### src/rtl/cap_line_writer_pkg.sv
// Shared types and widths for the capture line writer: FSM states and bus widths.
package cap_pkg;

  typedef enum logic [2:0] {
    IDLE,
    LATCH,
    REQ,
    DATA,
    DONE,
    WAIT_CLR
  } state_t;

  localparam int RGB_W      = 12;
  localparam int RAM_DATA_W = 16;
  localparam int LINE_W     = 9;
  localparam int LEN_W      = 9;

endpackage

### src/rtl/cap_line_writer_if.sv
// SDRAM burst-write port: request/address/length handshake plus per-word data strobe.
interface cap_line_writer_if #(
  parameter int ADDR_W = 20
) ();
  import cap_pkg::*;

  logic                  wr_req;
  logic [ADDR_W-1:0]     wr_addr;
  logic [LEN_W-1:0]      wr_len;
  logic                  wr_ack;
  logic                  wr_data_req;
  logic [RAM_DATA_W-1:0] wr_data;

  modport master (
    output wr_req, wr_addr, wr_len, wr_data,
    input  wr_ack, wr_data_req
  );

  modport slave (
    input  wr_req, wr_addr, wr_len, wr_data,
    output wr_ack, wr_data_req
  );

endinterface

### src/rtl/cap_line_writer_burst_split.sv
// Column / remaining-word / in-burst counters that carve one line into bursts.
module cap_burst_split
  import cap_pkg::*;
#(
  parameter int COL_W     = 10,
  parameter int BURST_LEN = 8
) (
  input  logic             i_clk,
  input  logic             i_reset,
  input  logic             i_load,
  input  logic [COL_W:0]   i_words,
  input  logic             i_burst_start,
  input  logic             i_take,
  output logic [COL_W-1:0] o_col,
  output logic [LEN_W-1:0] o_len,
  output logic             o_last_in_burst,
  output logic             o_last_in_line
);

  localparam int REM_W = COL_W + 1;

  logic [COL_W-1:0] r_col;
  logic [REM_W-1:0] r_rem;
  logic [LEN_W-1:0] r_bcnt;

  // r_rem only drops at burst boundaries, so o_len stays frozen for the whole burst.
  assign o_len           = (r_rem > REM_W'(BURST_LEN)) ? LEN_W'(BURST_LEN) : LEN_W'(r_rem);
  assign o_last_in_burst = (r_bcnt + LEN_W'(1)) == o_len;
  assign o_last_in_line  = o_last_in_burst && (r_rem == REM_W'(o_len));
  assign o_col           = r_col;

  // NOTE: sequential state uses non-blocking assignments so every register samples pre-edge values.
  always_ff @(posedge i_clk or posedge i_reset) begin
    if (i_reset) begin
      r_col  <= '0;
      r_rem  <= '0;
      r_bcnt <= '0;
    end else if (i_load) begin
      r_col  <= '0;
      r_rem  <= i_words;
      r_bcnt <= '0;
    end else begin
      if (i_burst_start) r_bcnt <= '0;
      if (i_take) begin
        r_col  <= r_col + COL_W'(1);
        r_bcnt <= r_bcnt + LEN_W'(1);
        if (o_last_in_burst) r_rem <= r_rem - REM_W'(o_len);
      end
    end
  end

endmodule

### src/rtl/cap_line_writer.sv
// Moves one captured line per FIFO event into SDRAM as bursts, alternating frame buffers.
module cap_line_writer
  import cap_pkg::*;
#(
  parameter int SCR_SIZE_BIT = 10,
  parameter int COL_W        = 10,
  parameter int BURST_LEN    = 8
) (
  input  logic                  i_clk,
  input  logic                  i_reset,
  input  logic                  i_enable,
  input  logic                  i_fifo_active,
  input  logic [LINE_W-1:0]     i_fifo_line,
  input  logic [RGB_W-1:0]      i_fifo_data,
  output logic                  o_fifo_next,
  output logic                  o_fifo_reset,
  input  logic [SCR_SIZE_BIT:0] i_x_size,
  input  logic [SCR_SIZE_BIT:0] i_y_size,
  cap_line_writer_if.master     wr,
  output logic                  o_frame_buf,
  output logic                  o_frame_done,
  output logic                  o_busy
);

  localparam int X_W       = SCR_SIZE_BIT + 2;
  localparam int REM_W     = COL_W + 1;
  localparam int MAX_WORDS = 1 << COL_W;

  state_t            r_state, w_next;
  logic [LINE_W-1:0] r_line;
  logic              r_frame_buf;

  logic              w_load, w_burst_start, w_take, w_req, w_frame_end;
  logic [X_W-1:0]    w_x_words;
  logic [REM_W-1:0]  w_line_words;
  logic [COL_W-1:0]  w_col;
  logic [LEN_W-1:0]  w_len;
  logic              w_last_in_burst, w_last_in_line;
  logic              w_unused;

  // Words beyond the column space are left in the FIFO and discarded by the line release.
  assign w_x_words    = {1'b0, i_x_size} + X_W'(1);
  assign w_line_words = (32'(w_x_words) > 32'(MAX_WORDS)) ? REM_W'(MAX_WORDS) : REM_W'(w_x_words);
  assign w_frame_end  = (r_state == DONE) && (r_line == i_y_size[LINE_W-1:0]);
  assign w_unused     = &{1'b0, i_y_size[SCR_SIZE_BIT:LINE_W]};

  cap_burst_split #(
    .COL_W     (COL_W),
    .BURST_LEN (BURST_LEN)
  ) u_split (
    .i_clk           (i_clk),
    .i_reset         (i_reset),
    .i_load          (w_load),
    .i_words         (w_line_words),
    .i_burst_start   (w_burst_start),
    .i_take          (w_take),
    .o_col           (w_col),
    .o_len           (w_len),
    .o_last_in_burst (w_last_in_burst),
    .o_last_in_line  (w_last_in_line)
  );

  always_ff @(posedge i_clk or posedge i_reset) begin
    if (i_reset) r_state <= IDLE;
    else         r_state <= w_next;
  end

  always_ff @(posedge i_clk or posedge i_reset) begin
    if (i_reset) begin
      r_line      <= '0;
      r_frame_buf <= 1'b0;
    end else begin
      if (r_state == LATCH) r_line <= i_fifo_line;
      if (w_frame_end)      r_frame_buf <= ~r_frame_buf;
    end
  end

  // NOTE: every always_comb output gets a default first so no path can infer a latch.
  always_comb begin
    w_next        = r_state;
    w_load        = 1'b0;
    w_burst_start = 1'b0;
    w_take        = 1'b0;
    w_req         = 1'b0;
    o_fifo_next   = 1'b0;
    o_fifo_reset  = 1'b0;
    o_frame_done  = 1'b0;
    unique case (r_state)
      IDLE: begin
        if (i_fifo_active && i_enable) w_next = LATCH;
      end
      LATCH: begin
        w_load = 1'b1;
        w_next = REQ;
      end
      REQ: begin
        // Data strobes arriving with the ack are deliberately ignored.
        w_req = 1'b1;
        if (wr.wr_ack) begin
          w_burst_start = 1'b1;
          w_next        = DATA;
        end
      end
      DATA: begin
        if (wr.wr_data_req) begin
          w_take      = 1'b1;
          o_fifo_next = 1'b1;
          if (w_last_in_burst) w_next = w_last_in_line ? DONE : REQ;
        end
      end
      DONE: begin
        o_fifo_reset = 1'b1;
        o_frame_done = w_frame_end;
        w_next       = WAIT_CLR;
      end
      WAIT_CLR: begin
        if (!i_fifo_active) w_next = IDLE;
      end
      default: w_next = IDLE;
    endcase
  end

  assign wr.wr_req  = w_req;
  assign wr.wr_addr = {r_frame_buf, r_line, w_col};
  assign wr.wr_len  = w_len;
  assign wr.wr_data = {{(RAM_DATA_W - RGB_W){1'b0}}, i_fifo_data};
  assign o_frame_buf = r_frame_buf;
  assign o_busy      = (r_state != IDLE);

endmodule
### src/flat_wrapper.sv
// flat-port wrapper written by rule: the top's interface ports become plain ports
module cap_line_writer_flat import cap_pkg::*;
#(
  parameter int SCR_SIZE_BIT = 10,
  parameter int COL_W        = 10,
  parameter int BURST_LEN    = 8
)
  (i_clk, i_reset, i_enable, i_fifo_active, i_fifo_line, i_fifo_data, o_fifo_next, o_fifo_reset, i_x_size, i_y_size, o_frame_buf, o_frame_done, o_busy, wr_wr_req, wr_wr_addr, wr_wr_len, wr_wr_data, wr_wr_ack, wr_wr_data_req);
  cap_line_writer_if wr_i ();
  input  logic i_clk;
  input  logic i_reset;
  input  logic i_enable;
  input  logic i_fifo_active;
  input  logic [LINE_W-1:0] i_fifo_line;
  input  logic [RGB_W-1:0] i_fifo_data;
  output logic o_fifo_next;
  output logic o_fifo_reset;
  input  logic [SCR_SIZE_BIT:0] i_x_size;
  input  logic [SCR_SIZE_BIT:0] i_y_size;
  output logic o_frame_buf;
  output logic o_frame_done;
  output logic o_busy;
  output wire logic [$bits(wr_i.wr_req)-1:0] wr_wr_req;
  output wire logic [$bits(wr_i.wr_addr)-1:0] wr_wr_addr;
  output wire logic [$bits(wr_i.wr_len)-1:0] wr_wr_len;
  output wire logic [$bits(wr_i.wr_data)-1:0] wr_wr_data;
  input wire logic [$bits(wr_i.wr_ack)-1:0] wr_wr_ack;
  input wire logic [$bits(wr_i.wr_data_req)-1:0] wr_wr_data_req;
  assign wr_wr_req = wr_i.wr_req;
  assign wr_wr_addr = wr_i.wr_addr;
  assign wr_wr_len = wr_i.wr_len;
  assign wr_wr_data = wr_i.wr_data;
  assign wr_i.wr_ack = wr_wr_ack;
  assign wr_i.wr_data_req = wr_wr_data_req;
  cap_line_writer #(.SCR_SIZE_BIT(SCR_SIZE_BIT), .COL_W(COL_W), .BURST_LEN(BURST_LEN)) u_core (.i_clk(i_clk), .i_reset(i_reset), .i_enable(i_enable), .i_fifo_active(i_fifo_active), .i_fifo_line(i_fifo_line), .i_fifo_data(i_fifo_data), .o_fifo_next(o_fifo_next), .o_fifo_reset(o_fifo_reset), .i_x_size(i_x_size), .i_y_size(i_y_size), .wr(wr_i), .o_frame_buf(o_frame_buf), .o_frame_done(o_frame_done), .o_busy(o_busy));
endmodule
### config.mk
export PLATFORM = sky130hd
export DESIGN_NAME = cap_line_writer_flat
export DESIGN_NICKNAME = d
export VERILOG_FILES = /design/src/rtl/cap_line_writer_pkg.sv /design/src/rtl/cap_line_writer_if.sv /design/src/rtl/cap_line_writer_burst_split.sv /design/src/rtl/cap_line_writer.sv /design/src/flat_wrapper.sv
export SDC_FILE = /design/constraint.sdc
export NUM_CORES = 1
export LEC_CHECK = 0
export ABC_AREA = 1
export BUFFER_PORTS_ARGS = -buffer_cell sky130_fd_sc_hd__clkbuf_2
export CELL_PAD_IN_SITES_DETAIL_PLACEMENT = 1
export CELL_PAD_IN_SITES_GLOBAL_PLACEMENT = 2
export CORE_ASPECT_RATIO = 0.7
export CORE_UTILIZATION = 29
export DETAILED_ROUTE_END_ITERATION = 12
export PLACE_DENSITY_LB_ADDON = 0.2
export SLEW_MARGIN = 15
export SYNTH_ARGS = -nofsm -noshare
export SYNTH_HDL_FRONTEND = slang
export SYNTH_SLANG_ARGS = --single-unit
### constraint.sdc
create_clock -name i_clk -period 4.2 [get_ports i_clk]
set_clock_uncertainty 0.15 [all_clocks]
set_input_delay 0.63 -clock i_clk [delete_from_list [all_inputs] [get_ports i_clk]]
set_output_delay 0.63 -clock i_clk [all_outputs]
set_load 0.02 [all_outputs]
==> flow_summary.yaml, run 1 <==
detailed_routing:
  initialDrtViolationCount: 100
  via_count: 3216
  routed_wl_um: 9560
  wl_per_cell_um: 13.8
  viasPerCell: 4.63
  dr.pass1.iters: 4
  ant_nets: 0
  drc_errors: 0
finish:
  nets: 599
  area_delta_synth_final_pct: 16.3
  design_area_um2: 3780
  multi_input_area_um2: 1720
  final-seq-area_um2: 1080
  num-fill-cells: 1411
  num_antenna_cells: 0
  drive_gt1_share_pct: 17.8
grt:
  grt_max_degree: 44
  grt_overflow: 0
  antenna_found_initial: 0
  grt_pass1_vias: 3164
  gr-usage-all-layers_pct: 17.4
  grt_pass1_wl_um: 16100
pwr:
  leakage_nw: 2.07
  power.density_nw_per_um2: 601
  vdd_ir_drop_max_mv: 0.222
  p_clk_share_pct: 23.0
  combPwrFrac_pct: 48.4
  p_sw_share_pct: 46.4
  power.switching_mw: 1.06
  internal_power_mw: 1.22
  p_seq_share_pct: 28.6
timing:
  worstMarginPinSlew_ps: 619
  final-max-slew-violation-count: 0
  rsz0062_at_grt: "no"
  finalHoldViolations: 0
  min_period_ps: 2740
  setup_viol: 0
  finalCritPeriodShare_pct: 65.1
  slew_headroom_pct: 58.4
  clock.fmax_ghz: 0.365
  fin_setup_tns_ps: 0
logic_synthesis:
  ys_seq_elements: 43
  yosys_warnings: 0
  syn_area_per_cell_um2: 6.60
  synth_cells: 493
  synth_cell_type_count: 37
  synth_area_um2: 3250
  ys_seq_area_share_pct: 33.1
worst_setup_path:
  critPathSlowestCell: "dfrtp_1"
  critPathMaxFanout: 4
  regToRegSetupSlack_ps: 1740
  path_buf_inv: 2
  cpPeakStageDelay_ps: 420
  critPathCaptureType: "output port"
  critPathTopFamily: "simple AND/OR/NAND/NOR gates"
  crit_required_ps: 3420
  path_cells: "nor2_1 > inv_1 > nor2_1 > nand4_1 > nor4_1 > clkbuf_2"
  cp.arrival_ps: 1960
  critPathLaunchType: "register"
  critPathKind: "reg -> out"
  cpMostUsedCell: "nor2_1"
clock_tree:
  ctsLongestPathBuffers: 2
  tritoncts: "yes"
  htree_levels: 2
  insertion_delay_ps: 290
  cts-resized-gates: 0
  root_buffer: "clkbuf_16"
  cts_hold_buf: 0
  cts_buffers: 5
  clkTransAtPathRegs_ps: 70
  cts_sinks: 43
  cts_setup_buffers: 0
floorplanning:
  core_area_um2: 10600
  die_x_um: 129
  ios: 100
  rows: 31
  dieArea_um2: 11700
  die_h_um: 90.6
  start_util_pct: 30.6
place:
  place.gp.congestion: 0.791
  port_buffers: 64
  placed_area_um2: 3600
  hpwl_um: 7540
job:
  cap_viol_max_count: 0
hold_path:
  holdCritPathClass: "in -> async"
status:
  outcome: "finished, final reports clean"
## layout by cell type (no fill, tap or decap), types with 2 or more instances in the layout
cell,count
a21oi_1,11
buf_4,3
bufinv_16,2
clkbuf_16,5
clkbuf_2,64
conb_1,11
dfrtp_1,43
ha_1,5
inv_1,68
inv_2,3
nand2_1,160
nand2_2,3
nand2_4,2
nand3_1,35
nand3b_1,2
nand4_1,19
nor2_1,33
nor2_2,4
nor3_1,6
nor4_1,2
o21ai_0,29
o21ai_1,3
o22ai_1,6
or2_2,6
xnor2_1,3
xor2_1,6
## final cells by class
class | count | area share, %
timing repair buffer | 67 | 9.06
multi-input combinational | 356 | 45.5
inverter | 72 | 7.14
sequential | 43 | 28.4
clock buffer | 6 | 3.40
tap | 148 | 4.89
clock inverter | 2 | 1.59
## synth_stat cells (all sizes together)
cell / number / area [µm²]
o22ai: 6 / 37.5
a211oi: 1 / 7.51
or2: 6 / 37.5
buf: 27 / 204
nor3: 7 / 46.3
o21bai: 1 / 7.51
a21oi: 11 / 55.1
a21boi: 1 / 11.3
and3: 1 / 6.26
a22o: 1 / 8.76
nor2: 39 / 180
xnor2: 3 / 26.3
nand4: 19 / 119
inv: 72 / 270
o21ai: 32 / 160
o31ai: 1 / 7.51
conb: 2 / 7.51
nand3b: 2 / 15.0
ha: 5 / 62.6
xor2: 6 / 52.6
nand3: 36 / 185
nor4: 2 / 12.5
nand2: 165 / 642
dfrtp: 43 / 1080
clkbuf: 4 / 15.0
## metrics by stage
stage / power [mW] / util [%] / setup WS, ps / hold WS, ps / cells
CTS: 2.30 / 35.6 / 1450 / 342 / 694
finish: 2.27 / 35.6 / 1460 / 300 / 694
floorplan: 1.46 / - / 1630 / 343 / 502
global placement: 1.72 / 33.8 / 1580 / 341 / 686
detailed placement: 1.76 / 33.8 / 1540 / 347 / 686
global route: 2.47 / 35.6 / 1320 / 375 / 694
## state kept, by name, indices dropped and copies added, names as in the netlist
| register | cells |
|---|---|
| u_core.r_state | 3 |
| u_core.u_split.r_bcnt | 9 |
| u_core.r_line | 9 |
| u_core.u_split.o_col | 10 |
| u_core.o_frame_buf | 1 |
| u_core.u_split.r_rem | 11 |
## layer usage
layer / routed length [µm] / up-vias / track usage (%)
met5: 0 / - / 0
met3: 378 / 8 / 3.44
met4: 46 / 0 / 2.65
li1: - / 1639 / -
met2: 3800 / 56 / 24.6
met1: 5340 / 1513 / 27.2
## worst min-delay path: cells and delay by family
kind	cells	cell delay [ps]
buf+inv	3	580
## power by group through the flow
stage	combinational (mW)	sequential (mW)	clock, mW
2_1_floorplan	0.782	0.683	0
3_3_place_gp	1.07	0.651	0
3_5_place_dp	1.10	0.656	0
4_1_cts	1.11	0.651	0.535
5_1_grt	1.25	0.671	0.548
6_report	1.10	0.651	0.522
## kinds of logic (layout without fill, tap and decap cells)
| logic type | after synthesis | in the layout | synth area share [%] |
|---|---|---|---|
| fa+ha+maj | 5 | 5 | 1.92 |
| other cells | 2 | 11 | 0.231 |
| flops | 43 | 43 | 33.1 |
| xor+xnor | 9 | 9 | 2.42 |
| buf+inv | 103 | 147 | 15.0 |
| compound gates | 54 | 54 | 9.08 |
| simple gates | 277 | 277 | 38.2 |
## worst paths after layout
path                       cells after the start                startpoint                       to
hold / removal                                 3                   i_reset         u_core.r_line[1]
setup reg to reg                              12  u_core.u_split.r_bcnt[0]  u_core.u_split.r_rem[4]
max in group asynchronous                      3                   i_reset         u_core.r_line[7]
setup / recovery                               6         u_core.r_state[0]             o_frame_done
hold reg to reg                                1        u_core.o_frame_buf       u_core.o_frame_buf
min in group i_clk                             1        u_core.o_frame_buf       u_core.o_frame_buf
Note: power is estimated with default switching activity, not from simulation.
==> run 2: changes to the inputs <==
--- a/config.mk
+++ b/config.mk
@@ -10,7 +10,7 @@
 export CELL_PAD_IN_SITES_DETAIL_PLACEMENT = 1
 export CELL_PAD_IN_SITES_GLOBAL_PLACEMENT = 2
 export CORE_ASPECT_RATIO = 0.7
-export CORE_UTILIZATION = 29
+export CORE_UTILIZATION = 27
 export DETAILED_ROUTE_END_ITERATION = 12
 export PLACE_DENSITY_LB_ADDON = 0.2
 export SLEW_MARGIN = 15
==> constraint.sdc (replaced) <==
create_clock -name i_clk -period 2.7 [get_ports i_clk]
set_clock_uncertainty 0.15 [all_clocks]
set_input_delay 0.405 -clock i_clk [delete_from_list [all_inputs] [get_ports i_clk]]
set_output_delay 0.405 -clock i_clk [all_outputs]
set_load 0.02 [all_outputs]
==> flow_summary.yaml, run 2 (same netlist as run 1, synthesis figures left out) <==
pwr:
  p_clk_share_pct: 21.0
  p_seq_share_pct: 28.9
  power.switching_mw: 1.64
  combPwrFrac_pct: 50.0
  vdd_ir_drop_max_mv: 0.276
  internal_power_mw: 1.85
  power.density_nw_per_um2: 913
  leakage_nw: 2.09
  p_sw_share_pct: 47.0
worst_setup_path:
  path_cells: "ha_1 > nand2_4 > nor2_8 > nand4_1 > a21boi_2 > nand3_1 > nor2_2 > nand3_2 > nand2_4 > buf_4 > nand2_1 > o21ai_0"
  critPathLaunchType: "register"
  critPathCaptureType: "register"
  critPathSlowestCell: "dfrtp_1"
  crit_required_ps: 2750
  critPathTopFamily: "simple AND/OR/NAND/NOR gates"
  cp.arrival_ps: 2390
  path_buf_inv: 1
  cpPeakStageDelay_ps: 450
  critPathMaxFanout: 16
  critPathKind: "reg -> reg"
  cpMostUsedCell: "nand2_4"
timing:
  min_period_ps: 2340
  fin_setup_tns_ps: 0
  setup_viol: 0
  finalCritPeriodShare_pct: 86.8
  slew_headroom_pct: 53.8
  clock.fmax_ghz: 0.427
  worstMarginPinSlew_ps: 686
  final-max-slew-violation-count: 0
  finalHoldViolations: 0
  rsz0062_at_grt: "no"
  hold-worst-slack_ps: 156
floorplanning:
  die_h_um: 93.8
  dieArea_um2: 12500
  die_x_um: 133
  core_area_um2: 11700
  ios: 100
  start_util_pct: 27.7
  rows: 33
detailed_routing:
  initialDrtViolationCount: 99
  routed_wl_um: 9830
  wl_per_cell_um: 13.9
  via_count: 3230
  dr.pass1.iters: 4
  ant_nets: 0
  viasPerCell: 4.56
  drc_errors: 0
place:
  placed_area_um2: 3640
  port_buffers: 64
  hpwl_um: 7830
  place.gp.congestion: 0.804
finish:
  num_antenna_cells: 0
  largest-register: "u_core.u_split.r_rem"
  final_cell_mix: "nand2_1 (160), inv_1 (68), clkbuf_2 (64)"
  nets: 604
  largest_register_ffs: 11
  drive_gt1_share_pct: 18.5
  final_common_cell: "nand2_1"
  area_delta_synth_final_pct: 17.5
  design_area_um2: 3820
clock_tree:
  cts_buffers: 5
  cts_sinks: 43
  ctsLongestPathBuffers: 2
  htree_levels: 2
  root_buffer: "clkbuf_16"
  tritoncts: "yes"
  cts-resized-gates: 0
  clkTransAtPathRegs_ps: 70
  insertion_delay_ps: 290
grt:
  grt_pass1_wl_um: 16400
  antenna_found_initial: 0
  grt_overflow: 0
  gr-usage-all-layers_pct: 16.8
  grt_max_degree: 29
  grt_pass1_vias: 3228
hold_path:
  holdCritPathClass: "in -> reg"
job:
  cap_viol_max_count: 0
status:
  outcome: "finished, final reports clean"
==> run 2: cell types whose count changed in the layout (fill, tap and decap cells not counted), sizes merged <==
cell / previous run / this run
buf: 3 / 7
clkinv: 1 / 2
dlygate4sd3: 0 / 1
bufinv: 2 / 1
==> run 2: worst paths after layout <==
path | depth (start not counted) | endpoint | start | slack, ps
min in group asynchronous | 3 | u_core.u_split.o_col[1] | i_reset | 480
worst min register to register | 1 | u_core.o_frame_buf | u_core.o_frame_buf | 340
max in group asynchronous | 4 | u_core.u_split.o_col[7] | i_reset | 1340
worst max-delay path | 12 | u_core.u_split.r_rem[5] | u_core.u_split.r_bcnt[0] | 360
worst min-delay path | 3 | u_core.r_line[6] | i_fifo_line[6] | 160
worst max register to register | 12 | u_core.u_split.r_rem[5] | u_core.u_split.r_bcnt[0] | 360
==> run 2: metrics by stage <==
stage	worst slack, ps	power [mW]	utilization [%]	instances
floorplan	354	2.28	-	502
global placement	300	2.72	31.0	699
detailed placement	248	2.77	31.0	699
CTS	322	3.53	32.6	708
global route	87.8	3.86	32.6	708
finish	356	3.49	32.6	708
==> run 2: layer usage <==
metal  wire (µm)  track usage, %  part of all wire, %
met4          61            3.41                 0.62
met1        5250            24.0                   53
met2        4070            25.9                   41
met5           0               0                    0
met3         453            3.67                  4.6
==> run 2: layout make-up <==
| type | count | area [µm²] |
|---|---|---|
| clock inverter | 2 | 35.0 |
| inverter | 72 | 270 |
| multi-input combinational | 356 | 1720 |
| fill | 1543 | 7910 |
| clock buffer | 6 | 139 |
| tap | 157 | 196 |
| sequential | 43 | 1080 |
| timing repair buffer | 72 | 383 |
==> run 2: what timing repair did <==
item | in CTS | in global routing
setup endpoints to repair | 0 | 0
endpoints found under the hold margin | 12 | 0
buffers inserted | 0 | 0
hold buffers | 1 | 0
==> run 2: power groups by stage <==
stage / logic, mW / clock network [mW] / registers (mW)
after floorplan: 1.22 / 0 / 1.06
after global placement: 1.71 / 0 / 1.01
after detailed placement: 1.75 / 0 / 1.02
after CTS: 1.77 / 0.760 / 1.01
after global routing: 2.02 / 0.792 / 1.04
final: 1.75 / 0.734 / 1.01
==> run 2: worst min-delay path, cell delays in order <==
cell,delay [ps]
clkbuf_2,70
nand2_1,40
nand2_1,50
==> run 3: changes to the inputs <==
--- a/config.mk
+++ b/config.mk
@@ -9,7 +9,6 @@
 export BUFFER_PORTS_ARGS = -buffer_cell sky130_fd_sc_hd__clkbuf_2
 export CELL_PAD_IN_SITES_DETAIL_PLACEMENT = 1
 export CELL_PAD_IN_SITES_GLOBAL_PLACEMENT = 2
-export CORE_ASPECT_RATIO = 0.7
 export CORE_UTILIZATION = 27
 export DETAILED_ROUTE_END_ITERATION = 12
 export PLACE_DENSITY_LB_ADDON = 0.2
==> flow_summary.yaml, run 3 (same netlist as run 1, synthesis figures left out) <==
timing:
  clock.fmax_ghz: 0.407
  min_period_ps: 2460
  finalHoldViolations: 0
  fin_setup_tns_ps: 0
  worstMarginPinSlew_ps: 885
  final-max-slew-violation-count: 0
  finalCritPeriodShare_pct: 91.0
  setup_ws_ps: 244
  rsz0062_at_grt: "no"
  setup_viol: 0
  slew_headroom_pct: 40.7
finish:
  num_antenna_cells: 0
  final_common_cell: "nand2_1"
  fin_util_pct: 32.5
  nets: 600
  final_cell_mix: "nand2_1 (160), inv_1 (68), clkbuf_2 (64)"
  area_delta_synth_final_pct: 15.4
  largest-register: "u_core.u_split.r_rem"
  drive_gt1_share_pct: 18.3
  largest_register_ffs: 11
worst_setup_path:
  crit_required_ps: 2140
  critPathCaptureType: "output port"
  cp.arrival_ps: 1900
  critPathMaxFanout: 5
  critPathKind: "reg -> out"
  critPathLaunchType: "register"
grt:
  grt_pass1_vias: 3209
  antenna_found_initial: 0
  grt_overflow: 0
  gr-usage-all-layers_pct: 15.6
  grt_max_degree: 29
  grt_pass1_wl_um: 15800
detailed_routing:
  dr.pass1.iters: 4
  initialDrtViolationCount: 123
  ant_nets: 0
  wl_per_cell_um: 13.5
  drc_errors: 0
  viasPerCell: 4.67
  routed_wl_um: 9300
  via_count: 3225
floorplanning:
  core_area_um2: 11600
  ios: 100
  dieArea_um2: 12500
  die_x_um: 112
  die_h_um: 112
  start_util_pct: 28.1
  rows: 39
clock_tree:
  cts_buffers: 5
  htree_levels: 2
  clkTransAtPathRegs_ps: 70
  cts_setup_buffers: 0
  tritoncts: "yes"
  cts_sinks: 43
  ctsLongestPathBuffers: 2
  root_buffer: "clkbuf_16"
  insertion_delay_ps: 290
job:
  cap_viol_max_count: 0
hold_path:
  holdCritPathClass: "in -> async"
place:
  dp_slack_ps: 282
  place.gp.congestion: 0.784
  hpwl_um: 7390
  port_buffers: 64
pwr:
  power.density_nw_per_um2: 891
  leakage_nw: 2.06
  vdd_ir_drop_max_mv: 0.292
status:
  outcome: "finished, final reports clean"
## run 3: changes by cell type in the layout (fill, tap and decap cells not counted), sizes merged
cell         delta
buf             -3
bufinv          -1
clkbuf          -1
clkinv          +1
clkinvlp        +1
dlygate4sd3     -1
## run 3: layer usage
layer / wire length (µm) / track usage [%]
met4: 57 / 3.06
met3: 350 / 2.94
met2: 4220 / 25.2
met5: 0 / 0
met1: 4670 / 21.8
## run 3: cell type report
cell class	count	area, µm²
Clock buffer	5	125
Fill cell	1525	7810
Tap cell	143	179
Clock inverter	3	25.0
Inverter	72	270
Sequential cell	43	1080
Multi-Input combinational cell	356	1730
Timing Repair Buffer	68	350
## run 3: critical path, cell delays in order (launching register included)
cell and delay (ps):
dfrtp_1 470, inv_1 100, nor2_1 340, nand4_1 190, nor4_2 270, clkbuf_2 240
## run 3: through the flow
| stage | hold WS (ps) | instance area [µm²] | std cells | total power, mW |
|---|---|---|---|---|
| after floorplan | 343 | 3290 | 502 | 2.28 |
| after global placement | 328 | 3600 | 682 | 2.69 |
| after detailed placement | 350 | 3600 | 682 | 2.73 |
| after CTS | 44.9 | 3750 | 690 | 3.39 |
| after global routing | 59.4 | 3750 | 690 | 3.69 |
| final | 14.0 | 3750 | 690 | 3.34 |
## run 3: final timing paths
check,start,to,slack [ps],cells past startpoint
max,u_core.r_state[2],o_frame_done,240,5
min,i_reset,u_core.o_frame_buf,10,2
max reg2reg,u_core.u_split.r_bcnt[0],u_core.u_split.r_rem[2],330,12
min reg2reg,u_core.o_frame_buf,u_core.o_frame_buf,370,1
max in group asynchronous,i_reset,u_core.u_split.r_rem[4],1750,3
min in group i_clk,i_fifo_line[7],u_core.r_line[7],150,3
## run 3: report_power, final
part           switching [mW]  internal [mW]  total (mW)
Sequential              0.194          0.825        1.02
Clock                   0.288          0.347       0.634
Combinational            1.15          0.540        1.69
## run 3: what timing repair did
item,4_1_cts,5_1_grt
hold buffers,0,0
gates resized for setup,0,1
setup endpoints to repair,0,1
